## src/rtl/t07_fpu_pkg.sv

```systemverilog
// Shared definitions for the team-07 FPU divider back end: FSM states and
// the IEEE-754 single-precision constants used by normalize/round/pack.
package t07_fpu_pkg;

    typedef enum logic [1:0] {
        IDLE,
        NORM,
        ROUND,
        DONE
    } state_t;

    localparam logic [31:0] FP_QNAN    = 32'h7FC00000;
    localparam int          FP_BIAS    = 127;
    localparam int          FP_EXP_MAX = 255;

endpackage

```

## src/rtl/t07_fpu_round_pack.sv

```systemverilog
// Combinational round-to-nearest-even and pack of a normalized quotient.
// Expects the leading one at mant[30]; bits 29:7 form the stored fraction.
module t07_fpu_round_pack
    import t07_fpu_pkg::*;
(
    input  logic              sgn,
    input  logic signed [9:0] exp,
    input  logic [31:0]       mant,
    input  logic              stk,
    output logic [31:0]       result,
    output logic              flag_ovf,
    output logic              flag_unf,
    output logic              flag_inexact
);

    localparam logic signed [9:0] EXP_TOP = 10'(FP_EXP_MAX);

    logic [22:0]       frac;
    logic              guard;
    logic              sticky;
    logic              inc;
    logic [23:0]       frac_sum;
    logic signed [9:0] exp_r;
    logic              unused_mant;

    // The integer bits are known (0 and 1) once normalized, so they carry no information here.
    assign unused_mant = ^mant[31:30];

    // Round the fraction, fold a significand carry into the exponent, then clamp to the exponent range.
    always_comb begin
        frac         = mant[29:7];
        guard        = mant[6];
        sticky       = (|mant[5:0]) | stk;
        inc          = guard & (sticky | frac[0]);
        frac_sum     = {1'b0, frac} + {23'd0, inc};
        exp_r        = exp + {9'd0, frac_sum[23]};
        result       = {sgn, exp_r[7:0], frac_sum[22:0]};
        flag_ovf     = 1'b0;
        flag_unf     = 1'b0;
        if (exp_r >= EXP_TOP) begin
            result   = {sgn, 8'hFF, 23'd0};
            flag_ovf = 1'b1;
        end else if (exp_r <= 10'sd0) begin
            result   = {sgn, 31'd0};
            flag_unf = 1'b1;
        end
        flag_inexact = guard | sticky | flag_ovf | flag_unf;
    end

endmodule

```

## src/rtl/t07_fpu_div_norm.sv

```systemverilog
// Normalize/round/pack stage behind the team-07 divider. Normalizes the Q2.30
// quotient one bit per cycle, rounds to nearest-even and packs a single.
// Denormal results flush to zero; specials bypass the datapath entirely.
module t07_fpu_div_norm
    import t07_fpu_pkg::*;
(
    input  logic              clk,
    input  logic              nrst,
    input  logic              in_valid,
    output logic              in_ready,
    input  logic [31:0]       quotient,
    input  logic              sticky_in,
    input  logic signed [9:0] exp_in,
    input  logic              sign_in,
    input  logic              is_nan,
    input  logic              is_inf,
    input  logic              is_zero,
    output logic [31:0]       result,
    output logic              out_valid,
    input  logic              out_ready,
    output logic              flag_ovf,
    output logic              flag_unf,
    output logic              flag_inexact
);

    state_t            state;
    state_t            state_nxt;
    logic [31:0]       mant;
    logic signed [9:0] exp;
    logic              sgn;
    logic              stk;
    logic              special;
    logic [31:0]       rp_result;
    logic              rp_ovf;
    logic              rp_unf;
    logic              rp_inexact;

    assign special   = is_nan | is_inf | is_zero | (quotient == 32'd0);
    assign in_ready  = (state == IDLE);
    assign out_valid = (state == DONE);

    t07_fpu_round_pack u_round_pack (
        .sgn          (sgn),
        .exp          (exp),
        .mant         (mant),
        .stk          (stk),
        .result       (rp_result),
        .flag_ovf     (rp_ovf),
        .flag_unf     (rp_unf),
        .flag_inexact (rp_inexact)
    );

    // State register; reset aborts any operation in flight.
    always_ff @(posedge clk or negedge nrst) begin
        if (!nrst) begin
            state <= IDLE;
        end else begin
            state <= state_nxt;
        end
    end

    // Next state: specials jump straight to DONE, otherwise normalize until bit 30 leads.
    always_comb begin
        state_nxt = state;
        case (state)
            IDLE:    if (in_valid) state_nxt = special ? DONE : NORM;
            NORM:    if (!mant[31] && mant[30]) state_nxt = ROUND;
            ROUND:   state_nxt = DONE;
            DONE:    if (out_ready) state_nxt = IDLE;
            default: state_nxt = IDLE;
        endcase
    end

    // Operand capture, one normalization step per cycle, and result/flag registers.
    always_ff @(posedge clk or negedge nrst) begin
        if (!nrst) begin
            mant         <= 32'd0;
            exp          <= 10'sd0;
            sgn          <= 1'b0;
            stk          <= 1'b0;
            result       <= 32'd0;
            flag_ovf     <= 1'b0;
            flag_unf     <= 1'b0;
            flag_inexact <= 1'b0;
        end else begin
            case (state)
                IDLE: begin
                    if (in_valid) begin
                        mant <= quotient;
                        exp  <= exp_in;
                        sgn  <= sign_in;
                        stk  <= sticky_in;
                        if (special) begin
                            if (is_nan) begin
                                result <= FP_QNAN;
                            end else if (is_inf) begin
                                result <= {sign_in, 8'hFF, 23'd0};
                            end else begin
                                result <= {sign_in, 31'd0};
                            end
                            flag_ovf     <= 1'b0;
                            flag_unf     <= 1'b0;
                            flag_inexact <= 1'b0;
                        end
                    end
                end
                NORM: begin
                    if (mant[31]) begin
                        mant <= {1'b0, mant[31:1]};
                        stk  <= stk | mant[0];
                        exp  <= exp + 10'sd1;
                    end else if (!mant[30]) begin
                        mant <= {mant[30:0], 1'b0};
                        exp  <= exp - 10'sd1;
                    end
                end
                ROUND: begin
                    result       <= rp_result;
                    flag_ovf     <= rp_ovf;
                    flag_unf     <= rp_unf;
                    flag_inexact <= rp_inexact;
                end
                default: begin
                end
            endcase
        end
    end

endmodule

```

## config.mk

```make
export PLATFORM = sky130hd
export DESIGN_NAME = t07_fpu_div_norm
export DESIGN_NICKNAME = d
export VERILOG_FILES = /design/src/rtl/t07_fpu_pkg.sv /design/src/rtl/t07_fpu_round_pack.sv /design/src/rtl/t07_fpu_div_norm.sv
export SDC_FILE = /design/constraint.sdc
export NUM_CORES = 1
export LEC_CHECK = 0
export BUFFER_PORTS_ARGS = -buffer_cell sky130_fd_sc_hd__buf_2
export CAP_MARGIN = 20
export CORE_MARGIN = 1.5
export CORE_UTILIZATION = 40
export DETAILED_ROUTE_END_ITERATION = 12
export PLACE_DENSITY = 0.62
export SLEW_MARGIN = 20
export SYNTH_ARGS = -nofsm -noshare
export SYNTH_HDL_FRONTEND = slang
export SYNTH_SLANG_ARGS = --single-unit
```

## constraint.sdc

```tcl
create_clock -name clk -period 6.51 [get_ports clk]
set_clock_uncertainty 0.1 [all_clocks]
set_input_delay 0.3255 -clock clk [delete_from_list [all_inputs] [get_ports clk]]
set_output_delay 0.3255 -clock clk [all_outputs]
set_load 0.005 [all_outputs]
```

### Word-level counts from Yosys, hierarchy flattened

Cells that the tools add are included.

* flip-flop bits (word level): 81
* latch bits: 0
* bits in writable memories: 0
* memory bits (read-only): 0
* bits of input ports: 51
* output and inout port bits: 37
* word-level logic and storage cells: 79
* memories: 0

* add/subtract/negate cells: 4
* multipliers: 0
* divide/modulo/power cells: 0
* $lt $le $gt $ge: 2
* eq/ne operators: 9
* shifts and indexed selects: 0
* mux-type cells: 31
* bitwise logic cells: 10
* reductions and logical operators: 13

Operators by type and width (count)
* $mux 31: 5
* $mux 32: 4
* $pmux 32 s2: 2
* $logic_not 32->1: 1
* $mux 10: 3
* $add 23x1->24: 1
* $pmux 10 s2: 1
* $reduce_and 3->1: 4
* $add 10x1->10: 1
* $add 10x2->10 const B: 1
* $ge 10x9->1 const B: 1
* $le 10x1->1 const B: 1
* $sub 10x2->10 const B: 1
* $or 1x1->1: 9
* $mux 2: 4
* $pmux 1 s2: 4
* $pmux 2 s4: 1
* $mux 1: 7
* $ne 2x2->1 const B: 3
* $reduce_or 6->1: 1
* $eq 2x2->1 const B: 2
* $ne 2x1->1 const B: 2
* $reduce_and 2->1: 2
* $reduce_bool 2->1: 2
* other kinds (6): 6

### Longest topological paths before layout

Gate-level depths: netlist of run 1.

* depth after elaboration: 11
* mapped depth: 15
* gate-level depth less buffers: 13

### Hierarchy

A second synthesis of run 1 with hierarchy kept.

* cells, all modules: 625
* area total of the unflattened synthesis: 5370.2 sq um

By module, submodules not included
* t07_fpu_div_norm: times used 1, cells an instance 435, area each 4221.5 sq um, seq. area each 2026.9 sq um
* t07_fpu_round_pack: times used 1, cells an instance 190, area each 1148.6 sq um, seq. area each 0.0 sq um

### Worst setup path after synthesis of run 1

OpenSTA, ideal clock, no wires.

* path kind: register -> register
* from: register mant[14]
* to: register result[15]
* library setup time: 131 ps
* arrival time: 2756 ps
* data required time: 6279 ps
* path slack: 3523 ps
* stages on the path, launching flop included: 16
* path buffers: 2
* period minus slack after synthesis: 2987 ps
* cell sequence: dfrtp_1 buf_2 and4_1 and3_1 nand4_1 nor2_1 and3_1 ha_1 ha_1 xnor2_1 or3_1 o211ai_2 nor2b_4 nand3_4 buf_12 o31ai_2

* word-level cells in the longest chain between the ends: 6
* elaborated cells between the ends (all ways): 7
* those cells by class: add/sub: 2; order compare: 2; mux: 3

Ends and longest elaborated chain
* start, declared: RTL line t07_fpu_div_norm.sv:28 `logic [31:0] mant;`
* start signal, assigned: RTL line t07_fpu_div_norm.sv:89 `mant <= quotient;`
* start signal, assigned: RTL line t07_fpu_div_norm.sv:109 `mant <= {1'b0, mant[31:1]};`
* start signal, assigned: RTL line t07_fpu_div_norm.sv:113 `mant <= {mant[30:0], 1'b0};`
* $add 23x1->24 *: RTL line t07_fpu_round_pack.sv:35 `frac_sum = {1'b0, frac} + {23'd0, inc};`
* $add 10x1->10: RTL line t07_fpu_round_pack.sv:36 `exp_r = exp + {9'd0, frac_sum[23]};`
* $le 10x1->1: RTL line t07_fpu_round_pack.sv:43 `end else if (exp_r <= 10'sd0) begin`
* $mux 31: RTL line t07_fpu_round_pack.sv:43
* $mux 31 *: RTL line t07_fpu_round_pack.sv:40 `if (exp_r >= EXP_TOP) begin`
* $pmux 32 s2 *: RTL line t07_fpu_div_norm.sv:86 `case (state)`
* end signal, assigned: RTL line t07_fpu_div_norm.sv:97 `result <= {sign_in, 8'hFF, 23'd0};`
* end signal, assigned: RTL line t07_fpu_div_norm.sv:99 `result <= {sign_in, 31'd0};`
* end signal, assigned: RTL line t07_fpu_div_norm.sv:118 `result <= rp_result;`
* end, declared: RTL line t07_fpu_div_norm.sv:18 `output logic [31:0] result,`

Every way passes the cells marked *; elsewhere a longest branch is shown, timed or not.
A chain may end at the register's enable or synchronous reset.

### Worst setup path in the final report of run 1

* from: register mant[6]
* to: register result[0]

* word-level cells in the longest chain between the ends: 7
* elaborated cells between the ends (all ways): 8
* those cells by class: add/sub: 2; order compare: 2; mux: 3; bitwise: 1

Ends and longest elaborated chain
* $and 1x1->1 *: RTL line t07_fpu_round_pack.sv:34 `inc = guard & (sticky | frac[0]);`
* $add 23x1->24 *: RTL line t07_fpu_round_pack.sv:35
* $add 10x1->10: RTL line t07_fpu_round_pack.sv:36
* $le 10x1->1: RTL line t07_fpu_round_pack.sv:43
* $mux 31: RTL line t07_fpu_round_pack.sv:43
* $mux 31 *: RTL line t07_fpu_round_pack.sv:40
* $pmux 32 s2 *: RTL line t07_fpu_div_norm.sv:86

Marked as above.

==> reports/metrics.yaml, run 1 <==
min_path_type: "primary input to asynchronous set/reset pin"
finalNetCount: 695
syn_nets: 637
swShare_pct: 20.7
synth_largest_area_cell: "dfrtp_1"
synth_compound_area_share_pct: 24.8
status: "finished, violations left"
die_area_mm2: 0.0139
yosysTopAreaCellShare_pct: 38.4
cts_max_path_buffers: 2
num_rows: 41
synthAdderAreaFrac_pct: 3.93
finalHoldViolations: 81
multi_input_area_mm2: 0.00296
clockPowerShare_pct: 49.8
worstSetupStartpoint: "mant[6]"
powerDensity_mw_per_mm2: 178
rsz0062_at_grt: "false"
use_met2_pct: 30.3
drc_errors: 0
worst_pin_slew_ns: 0.926
synthesis.area_mm2: 0.00528
ys.flop_type: "dfrtp_1"
p_sw_uw: 222
fp.coreArea_mm2: 0.0128
synth-edff-count: 0
seq_area_frac_synth_pct: 38.4
synth-simple-area-share_pct: 20.3
period_minus_slack_ns: 3.71
synthTopCellsByArea: "dfrtp_1 (38%), nand2_1 (6.5%), a221oi_1 (4.6%)"
clkSinkCount: 81
yosysMostFrequentCell: "nand2_1"
p_int_uw: 853
postCtsSetupBuffers: 0
synth_cells: 570
dr.pass1.iters: 6
violations: "negative hold slack"
grt_antenna_before_repair: 0
pwr-share-seq_pct: 46.9
yosysWarnings: 0
timing.critical_path.fanout_max: 22
post_drt_wl_per_cell_um: 16.8
finalSetupTns_ns: 0
r2r-end: "result[0]"
clkTransAtPathRegs_ns: 0.06
io_buffers: 87
start_util_pct: 41.3
syn_to_final_growth_pct: 14.3
ir_drop_uv: 92.5
async_reset_ff_share_pct: 100
regArea_mm2: 0.00203
setup.worst_path.end: "result[0]"
synth_top_family_by_area: "compound AO/OA/AOI/OAI gates"
busiest_layer: "met2"
use_met3_pct: 3.44
grt_overflow_total: 0
slew_violations: 0
cts_resized: 0
grt_max_degree: 82
place_congestion: 0.856
die_width_um: 118
end_kind: "register"
rrSetupSlack_ns: 2.80
layout-drive-gt1-share_pct: 23.2
avgSynthCellArea_um2: 9.26
fmax_mhz: 270
pwr-share-comb_pct: 3.3
hpwl_um: 9780
tritoncts: "built"
cp.required_ns: 6.65
cp-start-kind: "register"
htree_levels: 3
cap_violations: 0
finalHoldWorstSlack_ns: -0.0678
cts_hold_buf: 0
synth-xor-area-share_pct: 5.47
drt_iter0_drc: 392
wl_um: 13500
antenna_left: 0
yosysUniqueCellTypes: 68
muxShareOfSynthArea_pct: 1.56
min_period_over_period_pct: 57.0
clockRootBuffer: "clkbuf_16"
antenna_cells: 0
p_leak_nw: 2.43
cp.arrival_ns: 3.84
grt_pass1_vias: 4470
dieHeight_um: 118
synth_seq_cells: 81
r2r-start: "mant[6]"
crit_type: "register to register"
insertion_delay_ns: 0.34
vias: 4540
ys_top_cells_by_count: "nand2_1 (92), dfrtp_1 (81), nor2_1 (51)"
setup_viol: 0
vias_per_cell: 5.64
grt_usage_pct: 19.9
numCtsBuffers: 9
slew_headroom_pct: 37.8
fillCellCount: 1215
reg2reg_depth: 13
grt_first_pass_wirelength_um: 22600
grtUsageMet1_pct: 28.5
ios: 88
-- worst min-delay path by stage --
stage | endpoint | slack (ns) | cells after the start | from
2_1_floorplan | exp[0] | -0.07 | 0 | nrst
5_1_grt | mant[24] | 0.0003 | 1 | nrst
4_1_cts | mant[25] | 0.12 | 1 | nrst
3_3_place_gp | flag_unf | 0.37 | 1 | flag_unf
3_5_place_dp | flag_unf | 0.37 | 1 | flag_unf
6_report | mant[25] | -0.07 | 1 | nrst
-- sequential cells by signal, summed over array words and instances, names as in the netlist --
register / cells
flag_ovf: 1
flag_inexact: 1
result: 32
mant: 32
stk: 1
sgn: 1
flag_unf: 1
exp: 10
state: 2
-- cell type report --
class | instances | area share [%]
clock buffers | 11 | 3.86
clock inverters | 5 | 1.33
inverters | 11 | 0.684
multi-input cells | 433 | 49.0
flip-flops and latches | 81 | 33.6
well taps | 172 | 3.57
repair buffers | 92 | 7.94
-- layer usage --
metal	vias up	share of wire (%)
met2	131	45
met4	0	1.6
met3	20	4.6
met5	-	0
li1	2221	-
met1	2168	49
-- worst max-delay path, cell delays in order (launching register included) --
cell and delay, ns:
dfrtp_1 0.47, nand4_1 0.24, nor2_1 0.30, nand4_1 0.13, nor2_1 0.18, and3_1 0.23
ha_1 0.24, ha_1 0.26, nand4_2 0.17, o21ai_1 0.22, o211ai_2 0.18, nor2b_4 0.19
nand3_4 0.34, o31ai_1 0.37
-- stage by stage --
stage | setup slack, ns | instances | total power [mW] | utilization, % | instance area (um2)
after floorplan | 3.52 | 570 | 0.517 | - | 5280
after global placement | 3.05 | 789 | 0.549 | 44.8 | 5720
after detailed placement | 2.83 | 789 | 0.550 | 44.8 | 5720
after CTS | 2.81 | 805 | 1.09 | 47.2 | 6030
after global routing | 2.50 | 805 | 1.12 | 47.3 | 6040
final | 2.80 | 805 | 1.08 | 47.3 | 6040
-- cell usage in the layout (no fill, tap or decap), types with 6 or more instances in the layout --
cell type,instances
nand2_1,92
buf_2,86
dfrtp_1,81
nor2_1,51
o31ai_1,30
a221oi_1,28
xnor2_1,23
o21ai_0,18
a21oi_1,17
ha_1,15
o31ai_2,14
inv_1,10
nand3_1,10
xor2_1,10
nand4_1,9
clkbuf_16,9
nor4_1,8
a221o_1,8
nor3_1,6
mux2i_1,6
-- power by group through the flow --
stage	sequential (mW)	clock, mW	combinational [mW]
global route	0.504	0.574	0.0398
detailed placement	0.514	0	0.0361
global placement	0.514	0	0.0355
floorplan	0.514	0	0.00361
CTS	0.504	0.548	0.0362
finish	0.504	0.536	0.0355
-- cell families (layout without fill, tap and decap cells) --
kind of cell / Yosys count / in the layout
buf+inv: 56 / 119
xor+xnor: 33 / 33
fa+ha+maj: 16 / 16
mux: 8 / 8
simple gates: 218 / 218
compound gates: 158 / 158
flops: 81 / 81
(Power assumes the default switching activity.)
==> run 2: changes to the inputs <==
--- a/config.mk
+++ b/config.mk
@@ -5,6 +5,7 @@
 export SDC_FILE = /design/constraint.sdc
 export NUM_CORES = 1
 export LEC_CHECK = 0
+export ABC_AREA = 1
 export BUFFER_PORTS_ARGS = -buffer_cell sky130_fd_sc_hd__buf_2
 export CAP_MARGIN = 20
 export CORE_MARGIN = 1.5
==> constraint.sdc (replaced) <==
create_clock -name clk -period 3.7 [get_ports clk]
set_clock_uncertainty 0.1 [all_clocks]
set_input_delay 0.185 -clock clk [delete_from_list [all_inputs] [get_ports clk]]
set_output_delay 0.185 -clock clk [all_outputs]
set_load 0.005 [all_outputs]
==> run 2 against run 1 <==
  * The flow now finishes without violations
  * Global-route usage grew 1.1 points
  * Clock power rose by 67%
  * Sequential power rose to 3.3 times the previous value
  * Worst setup slack worse by 2.3 ns
  * Sequential cell count did not move
  * Synthesized cell count increased by 36%
  * Core utilization up 0.42 points
  * Critical endpoint is now result[23]
  * Largest cell class unchanged
  * Largest power group is now combinational cells
==> reports/metrics.yaml, run 2 <==
status: "finished, final reports clean"  # was finished, violations left
drc_errors: 0  # unchanged
drt_iter0_drc: 398  # was 392
worst_pin_slew_ns: 1.07  # was 0.926 ns
final_cell_mix: "nand2_1 (240), inv_1 (98), buf_2 (86), dfrtp_1 (81), o21ai_0 (66)"  # was nand2_1 (92), buf_2 (86), dfrtp_1 (81), nor2_1 (51), o31ai_1 (30)
dr.pass1.iters: 4  # was 6
synthTopCellsByArea: "dfrtp_1 (37%), nand2_1 (17%), inv_1 (6.8%)"  # was dfrtp_1 (38%), nand2_1 (6.5%), a221oi_1 (4.6%)
finalHoldViolations: 0  # was 81
clockRootBuffer: "clkbuf_16"  # unchanged
post_drt_wl_per_cell_um: 14.1  # was 16.8 um
dpl-instance-area_mm2: 0.00599  # was 0.00572 mm2
clockPowerShare_pct: 15.8  # was 49.8%
min_period_over_period_pct: 86.9  # was 57.0%
hpwl_um: 11000  # was 9780 um
synthAdderAreaFrac_pct: 3.83  # was 3.93%
vias: 5175  # was 4540
pwr-share-comb_pct: 54.6  # was 3.3%
grtUsageMet1_pct: 32.9  # was 28.5%
place_congestion: 0.882  # was 0.856
crit_type: "register to register"  # unchanged
final_common_cell: "nand2_1"  # unchanged
synth_top_family_by_area: "simple AND/OR/NAND/NOR gates"  # was compound AO/OA/AOI/OAI gates
antenna_cells: 0  # unchanged
fmax_mhz: 311  # was 270 MHz
ys_top_cells_by_count: "nand2_1 (240), inv_1 (98), dfrtp_1 (81)"  # was nand2_1 (92), dfrtp_1 (81), nor2_1 (51)
avgSynthCellArea_um2: 7.00  # was 9.26 um2
design_area_mm2: 0.00631  # was 0.00604 mm2
cp.arrival_ns: 3.34  # was 3.84 ns
pwr-share-seq_pct: 29.6  # was 46.9%
p_sw_mw: 2.73  # was 222 uW
hold_start: "exp_in[4]"
cts_max_path_buffers: 2  # unchanged
yosysMostFrequentCell: "nand2_1"  # unchanged
wl_um: 14500  # was 13500 um
synth-xor-area-share_pct: 2.75  # was 5.47%
cp.required_ns: 3.82  # was 6.65 ns
clkTransAtPathRegs_ns: 0.06  # about the same
largestRegisters: "mant x32, result x32, exp x10"  # unchanged
finish.utilization_pct: 47.7  # was 47.3%
start_util_pct: 40.9  # was 41.3%
period_minus_slack_ns: 3.21  # was 3.71 ns
dieHeight_um: 119  # was 118 um
grt_usage_pct: 21.0  # was 19.9%
syn_nets: 842  # was 637
syn_to_final_growth_pct: 16.4  # was 14.3%
ir_drop_uv: 282  # was 92.5 uV
multi_input_area_mm2: 0.00288  # was 0.00296 mm2
swShare_pct: 48.3  # was 20.7%
async_reset_ff_share_pct: 100  # unchanged
cap_violations: 0  # unchanged
htree_levels: 3  # unchanged
busiest_layer: "met1"  # was met2
rsz0062_at_grt: "false"  # unchanged
synth-simple-area-share_pct: 32.0  # was 20.3%
finalSetupTns_ns: 0  # unchanged
p_int_mw: 2.92  # was 853 uW
powerDensity_mw_per_mm2: 895  # was 178 mW/mm2
io_buffers: 87  # unchanged
ios: 88  # unchanged
use_met2_pct: 28.9  # was 30.3%
min_path_type: "primary input to register"  # was primary input to asynchronous set/reset pin
die_area_mm2: 0.0143  # was 0.0139 mm2
die_width_um: 119  # was 118 um
fp.coreArea_mm2: 0.0132  # was 0.0128 mm2
grt_overflow_total: 0  # unchanged
rrSetupSlack_ns: 0.49  # was 2.80 ns
regArea_mm2: 0.00203  # unchanged
numCtsBuffers: 9  # unchanged
ys.flop_type: "dfrtp_1"  # unchanged
grt_max_degree: 82  # unchanged
synth_cells: 775  # was 570
setup_viol: 0  # unchanged
yosysUniqueCellTypes: 38  # was 68
use_met3_pct: 2.83  # was 3.44%
clkSinkCount: 81  # unchanged
r2r-end: "result[23]"  # was result[0]
p_leak_nw: 3.33  # was 2.43 nW
num_rows: 42  # was 41
grt_first_pass_wirelength_um: 23800  # was 22600 um
finalNetCount: 919  # was 695
insertion_delay_ns: 0.34  # about the same
timing.critical_path.fanout_max: 10  # was 22
vias_per_cell: 5.01  # was 5.64
cp-start-kind: "register"  # unchanged
synthesis.area_mm2: 0.00542  # was 0.00528 mm2
grt_antenna_before_repair: 0  # unchanged
postCtsSetupBuffers: 0  # unchanged
r2r-start: "mant[11]"  # was mant[6]
reg2reg_depth: 21  # was 13
slew_headroom_pct: 28.7  # was 37.8%
synth_compound_area_share_pct: 14.4  # was 24.8%
layout-drive-gt1-share_pct: 15.0  # was 23.2%
min_path_cells: 3
slew_violations: 0  # unchanged
synth_seq_cells: 81  # unchanged
grt_pass1_vias: 4766  # was 4470
worstHoldEndpoint: "exp[4]"
antenna_left: 0  # unchanged
yosysTopAreaCellShare_pct: 37.4  # was 38.4%
yosysWarnings: 0  # unchanged
seq_area_frac_synth_pct: 37.4  # was 38.4%
synth_largest_area_cell: "dfrtp_1"  # unchanged
end_kind: "register"  # unchanged
synth-edff-count: 0  # unchanged
fillCellCount: 1429  # was 1215
muxShareOfSynthArea_pct: 0  # was 1.56%
tritoncts: "built"  # unchanged
## run 2: cell types whose count changed after synthesis, sizes merged, moves of 7 or more
cell,delta
nand2,+153
inv,+92
nand3,+46
o21ai,+46
o31ai,-44
a221oi,-28
o221ai,+28
xnor2,-22
nor2,+15
clkbuf,-12
nor4,-10
a221o,-8
buf,-7
nand4,+7
## run 2: worst max-delay path by stage
stage                        start         end  cells after the start
final                     mant[11]  result[23]                     21
after global routing      mant[11]  result[23]                     21
after CTS                  mant[6]  result[30]                     19
after detailed placement   mant[6]  result[30]                     19
after global placement     mant[6]  result[30]                     19
after floorplan           mant[11]   result[8]                     20
## run 2: repair_timing
action | in CTS | in global routing
hold endpoints to repair | 81 | 0
hold buffers | 1 | 0
endpoints found under the setup margin | 0 | 26
gates resized for setup | 0 | 3
## run 2: cell families after synthesis
family	count (synthesis)
fa+ha+maj	16
flops	81
buf+inv	129
xor+xnor	17
compound gates	126
simple gates	406
## run 2: layout make-up
| cell class | count | area share (%) |
|---|---|---|
| clock buffer | 12 | 4.06 |
| clock inverter | 3 | 0.634 |
| tap | 176 | 3.49 |
| sequential | 81 | 32.1 |
| multi-input combinational | 565 | 45.6 |
| inverter | 103 | 6.12 |
| timing repair buffer | 92 | 7.95 |
## run 2: worst max-delay path: stages, from the launching register on
cell and delay [ns]:
dfrtp_1 0.37, inv_1 0.11, nor3_1 0.25, nand2_1 0.11, nor3_1 0.21, nand3_1 0.14, nor2_1 0.15, ha_2 0.25
ha_1 0.21, nand2_2 0.08, nor2_2 0.15, nand2_1 0.07, nand2_1 0.09, clkinv_1 0.08, nor2_1 0.15, nand2_2 0.09
nand2_2 0.17, inv_2 0.07, nand2_1 0.07, nand2_1 0.05, nand2_1 0.07, nand2_1 0.05
## run 2: power by group through the flow
stage | Sequential [mW] | Clock, mW | Combinational [mW]
6_report | 1.67 | 0.894 | 3.09
5_1_grt | 1.73 | 0.944 | 3.54
4_1_cts | 1.67 | 0.908 | 3.08
3_5_place_dp | 1.68 | 0 | 3.06
3_3_place_gp | 1.68 | 0 | 3.03
2_1_floorplan | 1.60 | 0 | 2.30
## run 2: per-layer routing
metal,vias to the layer above,share of wire (%)
met5,-,0
met4,0,1.9
met3,18,4.9
met2,144,40
met1,2316,53
li1,2697,-
## run 2: metrics by stage
step	cells	hold slack [ns]	setup slack (ns)	total power [mW]
finish	1032	0.0194	0.486	5.65
global placement	1015	0.319	0.450	4.71
floorplan	775	-0.211	0.813	3.90
global route	1032	0.0431	0.0328	6.21
CTS	1032	0.00720	0.304	5.66
detailed placement	1016	0.336	0.331	4.75
